`src/rtl/ca_row_generator.sv`:
```
// Elementary cellular-automaton row producer: presents a 256-cell generation word by word
// to a frame writer over load/ack, then computes the next generation one word per cycle.
module ca_row_generator (
  input  logic        clk,
  input  logic        reset_n,
  input  logic        run,
  input  logic [7:0]  rule,
  input  logic        seed_we,
  input  logic [4:0]  seed_addr,
  input  logic [7:0]  seed_data,
  input  logic        ack,
  input  logic [4:0]  col,
  output logic        load,
  output logic [7:0]  cell_word,
  output logic        busy,
  output logic [15:0] gen_count
);

  typedef enum logic [1:0] {IDLE, PRESENT, COMPUTE, SWAP} state_t;

  state_t        state_q, state_d;
  logic [255:0]  cur_row_q, cur_row_d;
  logic [255:0]  nxt_row_q, nxt_row_d;
  logic [7:0]    rule_q, rule_d;
  logic [4:0]    w_q, w_d;
  logic [15:0]   gen_q, gen_d;
  logic          load_q, load_d;
  logic [7:0]    new_word;
  logic [7:0]    ci, li, ri;

  // 8-bit cell indices make the ring wrap (cell 0 <-> cell 255) fall out of the arithmetic.
  always_comb begin
    new_word = '0;
    ci = '0;
    li = '0;
    ri = '0;
    for (int j = 0; j < 8; j++) begin
      ci = {w_q, j[2:0]};
      li = ci - 8'd1;
      ri = ci + 8'd1;
      new_word[j] = rule_q[{cur_row_q[li], cur_row_q[ci], cur_row_q[ri]}];
    end
  end

  always_comb begin
    state_d   = state_q;
    cur_row_d = cur_row_q;
    nxt_row_d = nxt_row_q;
    rule_d    = rule_q;
    w_d       = w_q;
    gen_d     = gen_q;
    load_d    = load_q;
    case (state_q)
      IDLE: begin
        if (seed_we) cur_row_d[{seed_addr, 3'b000} +: 8] = seed_data;
        if (run) begin
          rule_d  = rule;
          gen_d   = '0;
          load_d  = 1'b1;
          state_d = PRESENT;
        end
      end
      PRESENT: begin
        if (ack) begin
          load_d  = 1'b0;
          gen_d   = gen_q + 16'd1;
          w_d     = '0;
          state_d = COMPUTE;
        end
      end
      COMPUTE: begin
        nxt_row_d[{w_q, 3'b000} +: 8] = new_word;
        w_d = w_q + 5'd1;
        if (w_q == 5'd31) state_d = SWAP;
      end
      SWAP: begin
        cur_row_d = nxt_row_q;
        if (run) begin
          load_d  = 1'b1;
          state_d = PRESENT;
        end else begin
          state_d = IDLE;
        end
      end
      default: state_d = IDLE;
    endcase
  end

  always_ff @(posedge clk or negedge reset_n) begin
    if (!reset_n) begin
      state_q   <= IDLE;
      cur_row_q <= '0;
      nxt_row_q <= '0;
      rule_q    <= '0;
      w_q       <= '0;
      gen_q     <= '0;
      load_q    <= 1'b0;
    end else begin
      state_q   <= state_d;
      cur_row_q <= cur_row_d;
      nxt_row_q <= nxt_row_d;
      rule_q    <= rule_d;
      w_q       <= w_d;
      gen_q     <= gen_d;
      load_q    <= load_d;
    end
  end

  assign load      = load_q;
  assign busy      = (state_q != IDLE);
  assign gen_count = gen_q;
  assign cell_word = cur_row_q[{col, 3'b000} +: 8];

endmodule

```
`config.mk`:
```
export PLATFORM = sky130hd
export DESIGN_NAME = ca_row_generator
export DESIGN_NICKNAME = d
export VERILOG_FILES = /design/src/rtl/ca_row_generator.sv
export SDC_FILE = /design/constraint.sdc
export NUM_CORES = 1
export LEC_CHECK = 0
export CAP_MARGIN = 20
export CORE_MARGIN = 1.5
export CORE_UTILIZATION = 50
export DETAILED_ROUTE_END_ITERATION = 7
export GPL_TIMING_DRIVEN = 0
export PLACE_DENSITY_LB_ADDON = 0.2
export SYNTH_ARGS = -nofsm -noshare
export SYNTH_HDL_FRONTEND = slang
export SYNTH_SLANG_ARGS = --single-unit
```
`constraint.sdc`:
```
create_clock -name clk -period 5.2 [get_ports clk]
set_input_delay 0.52 -clock clk [delete_from_list [all_inputs] [get_ports clk]]
set_output_delay 0.52 -clock clk [all_outputs]
set_load 0.05 [all_outputs]
```
==> flow_summary.yaml <==
run_status:
  run_status: "finished clean"
clock_network:
  cts_max_path_buffers: 3
  tritoncts: "done"
  root_buffer: "clkbuf_16"
  path_clk_slew_ns: 0.07
  clock_insertion_delay_worst_skew_ns: 0.71
  cts_setup_buffers: 0
  cts_max_level: 2
  clkSinkCount: 544
  clock_buffers_created_by_tritoncts: 59
placed_design:
  place.detailed.instances: 3521
  portBuffers: 48
  detailedPlacementHpwl_mm: 108
  gp_congestion: 1.12
  place_worst_setup_slack_ns: -0.909
route:
  routedWlPerCell_um: 39.4
  dr_drc_count: 0
  drt_pass1_iterations: 7
  antenna_left: 0
  detail_route.iter0.violations: 4387
  dr_total_vias: 26900
  drt_wl_total_mm: 144
  vias_per_cell: 7.38
timing:
  timing.clock.skew_ns: 0.0536
  setup_violations: 0
  worst_slack_ns: 0.000833
  rsz_0062_raised_after_global_routing: "no"
  report.final.hold_viol_count: 0
  max_slew_margin_pct: 14.0
  maxSlewViolCount: 0
  fmax_mhz: 192
  final_critical_path_time_including_i_o_delays_and_setup_ns: 5.20
  whs_ns: 0.234
  transition_at_the_pin_with_the_smallest_max_transition_slack_ns: 1.29
  final_min_period_over_clock_period_pct: 100
global_route:
  antenna_found_initial: 20
  groute.layer.met1.usage_pct: 59.0
  grt_pass1_vias: 25200
  globalRouteOverflowTotal: 0
  groute.usage.overall_pct: 49.0
  global_route.usage.met2_pct: 67.6
  largest_net_degree_at_the_start_of_global_routing: 120
  grt-busiest-layer: "met2"
  global_route.usage.met3_pct: 24.1
  first_pass_grt_wire_length_mm: 198
logic_synthesis:
  synth-main-ff-cell: "dfrtp_1"
  synth.lib_cells_used.distinct: 67
  synth_area_um2: 28600
  ys_seq_elements: 544
  synth_top_cells_by_area: "dfrtp_1, mux4_2, a22oi_1"
  synth_largest_area_cell: "dfrtp_1"
  synth_seq_area_share_pct: 47.5
  synthesis.nets: 2743
  synth_most_common_cell: "dfrtp_1"
  synth_edf_count: 0
  count_of_warnings_emitted_by_yosys: 0
  yosysTopAreaCellShare_pct: 47.5
  syn_avg_cell_area_um2: 10.6
  async_reset_ff_share_pct: 100
  synth_cells: 2697
  netlist_top_cells_count: "dfrtp_1, nor2_1, nand2_1"
floorplanning:
  io_pins: 57
  coreArea_um2: 56500
  dieWidth_um: 242
  design.die.area_um2: 58700
  start_util_pct: 50.7
  die_h_um: 242
  placementRows: 87
pwr:
  vdd_drop_max_mv: 0.649
  power_leakage_nw: 13.2
  pwr_density_cell_nw_per_um2: 780
layout:
  area_of_the_multi_input_gates_um2: 14000
  area.sequential_um2: 13600
  finalNetCount: 2877
  layout-drive-gt1-share_pct: 14.3
  area_delta_synth_final_pct: 14.3
  fillers: 4795
  instances_no_fill: 3650
setup_path:
  crit_path_end_kind: "flop"
  crit_chain: "buf_6 > buf_12 > buf_12 > mux2i_1 > nand2_1 > o2111ai_1 > nand4_1 > mux4_2 > mux2i_1 > clkbuf_1 > o21ai_0"
  critical_path_required_ns: 5.71
  crit_path_max_incr_delay_ns: 0.84
  worstPathMaxFanout: 10
  arrival_time_of_data_at_the_critical_path_endpoint_ns: 5.71
  critPathSlowestCell: "clkbuf_1"
  critical_path_start_end_classification: "reg -> reg"
  setup.worst_path.start_class: "flop"
flow_run:
  max_cap_violations: 0
min_path:
  min-delay-path-class: "in -> async"
## sequential cells by signal (all words and copies together) (netlist names)
| name | cells |
|---|---|
| cur_row_q | 256 |
| nxt_row_q | 256 |
| gen_count | 16 |
| rule_q | 8 |
| w_q | 5 |
| state_q | 2 |
| load | 1 |
## worst max-delay path: cells and delay by family, from the launching register on
kind	cells	cell delay, ns
buf+inv	4	1.56
compound gates	2	0.39
simple gates	2	0.58
mux	3	1.94
flops	1	0.51
## cell usage in the layout, fill, tap and decap left out, drive strengths merged, types with 16 or more instances in the layout
master	Yosys	final
dfrtp	544	544
nor2	301	301
nand2	276	276
a21oi	224	224
o21ai	223	223
clkbuf	144	223
a22oi	173	173
mux4	150	150
a22o	123	123
buf	68	93
a32oi	65	65
mux2	64	64
mux2i	59	59
clkdlybuf4s50	0	47
nand3	32	32
a31oi	21	21
and3	20	20
inv	17	19
clkinv	1	19
xor2	17	17
and2	17	17
o31ai	16	16
## what timing repair did
item,in CTS,in global routing
hold buffers,1,0
setup endpoints to repair,62,58
hold endpoints to repair,30,0
resized for setup,14,10
## layout make-up
class	count	share of cell area (%)
antenna	12	0.0917
clock buffer	80	5.12
clock inverter	32	1.44
sequential	544	41.6
inverter	18	0.206
multi-input combinational	1923	42.8
timing repair buffer	75	2.81
buffer	210	3.02
tap	756	2.89
## where the power goes
part	switching (mW)	leakage, nW	internal, mW
Combinational	10.4	5.06	3.65
Sequential	1.63	7.09	5.21
Clock	1.94	1.05	2.73
Total	13.9	13.2	11.6
## cell families after synthesis
kind of cell	share of synthesized area [%]
fa+ha+maj	0.655
flops	47.5
simple gates	10.6
mux	16.4
xor+xnor	0.734
buf+inv	3.59
compound gates	20.4
## metal layers
layer	part of all wire, %	routed length, um	vias up
met5	0.088	126	-
met3	16	23300	591
li1	-	-	10400
met4	9.2	13200	18
met1	34	48900	13500
met2	41	58400	2399
## through the flow
| stage | area (um2) | util (%) | TNS (ns) | power [mW] |
|---|---|---|---|---|
| 6_report | 32700 | 57.9 | 0 | 25.5 |
| 3_5_place_dp | 30400 | 53.9 | -44.57 | 19.6 |
| 5_1_grt | 32700 | 57.9 | 0 | 25.5 |
| 3_3_place_gp | 30100 | 53.2 | - | 19.3 |
| 4_1_cts | 32600 | 57.7 | 0 | 24.3 |
| 2_1_floorplan | 28600 | - | 0 | 12.3 |
## path summary, 6_finish.rpt
kind,end,cells past startpoint,from,slack (ns)
hold reg to reg,nxt_row_q[109],2,nxt_row_q[109],0.48
min in group clk,rule_q[7],2,rule[7],0.46
setup reg to reg,nxt_row_q[133],11,w_q[1],0.0008
setup / recovery,nxt_row_q[133],11,w_q[1],0.0008
max in group asynchronous,nxt_row_q[121],5,reset_n,3.21
hold / removal,cur_row_q[10],2,reset_n,0.23
(Power assumes the default switching activity.)
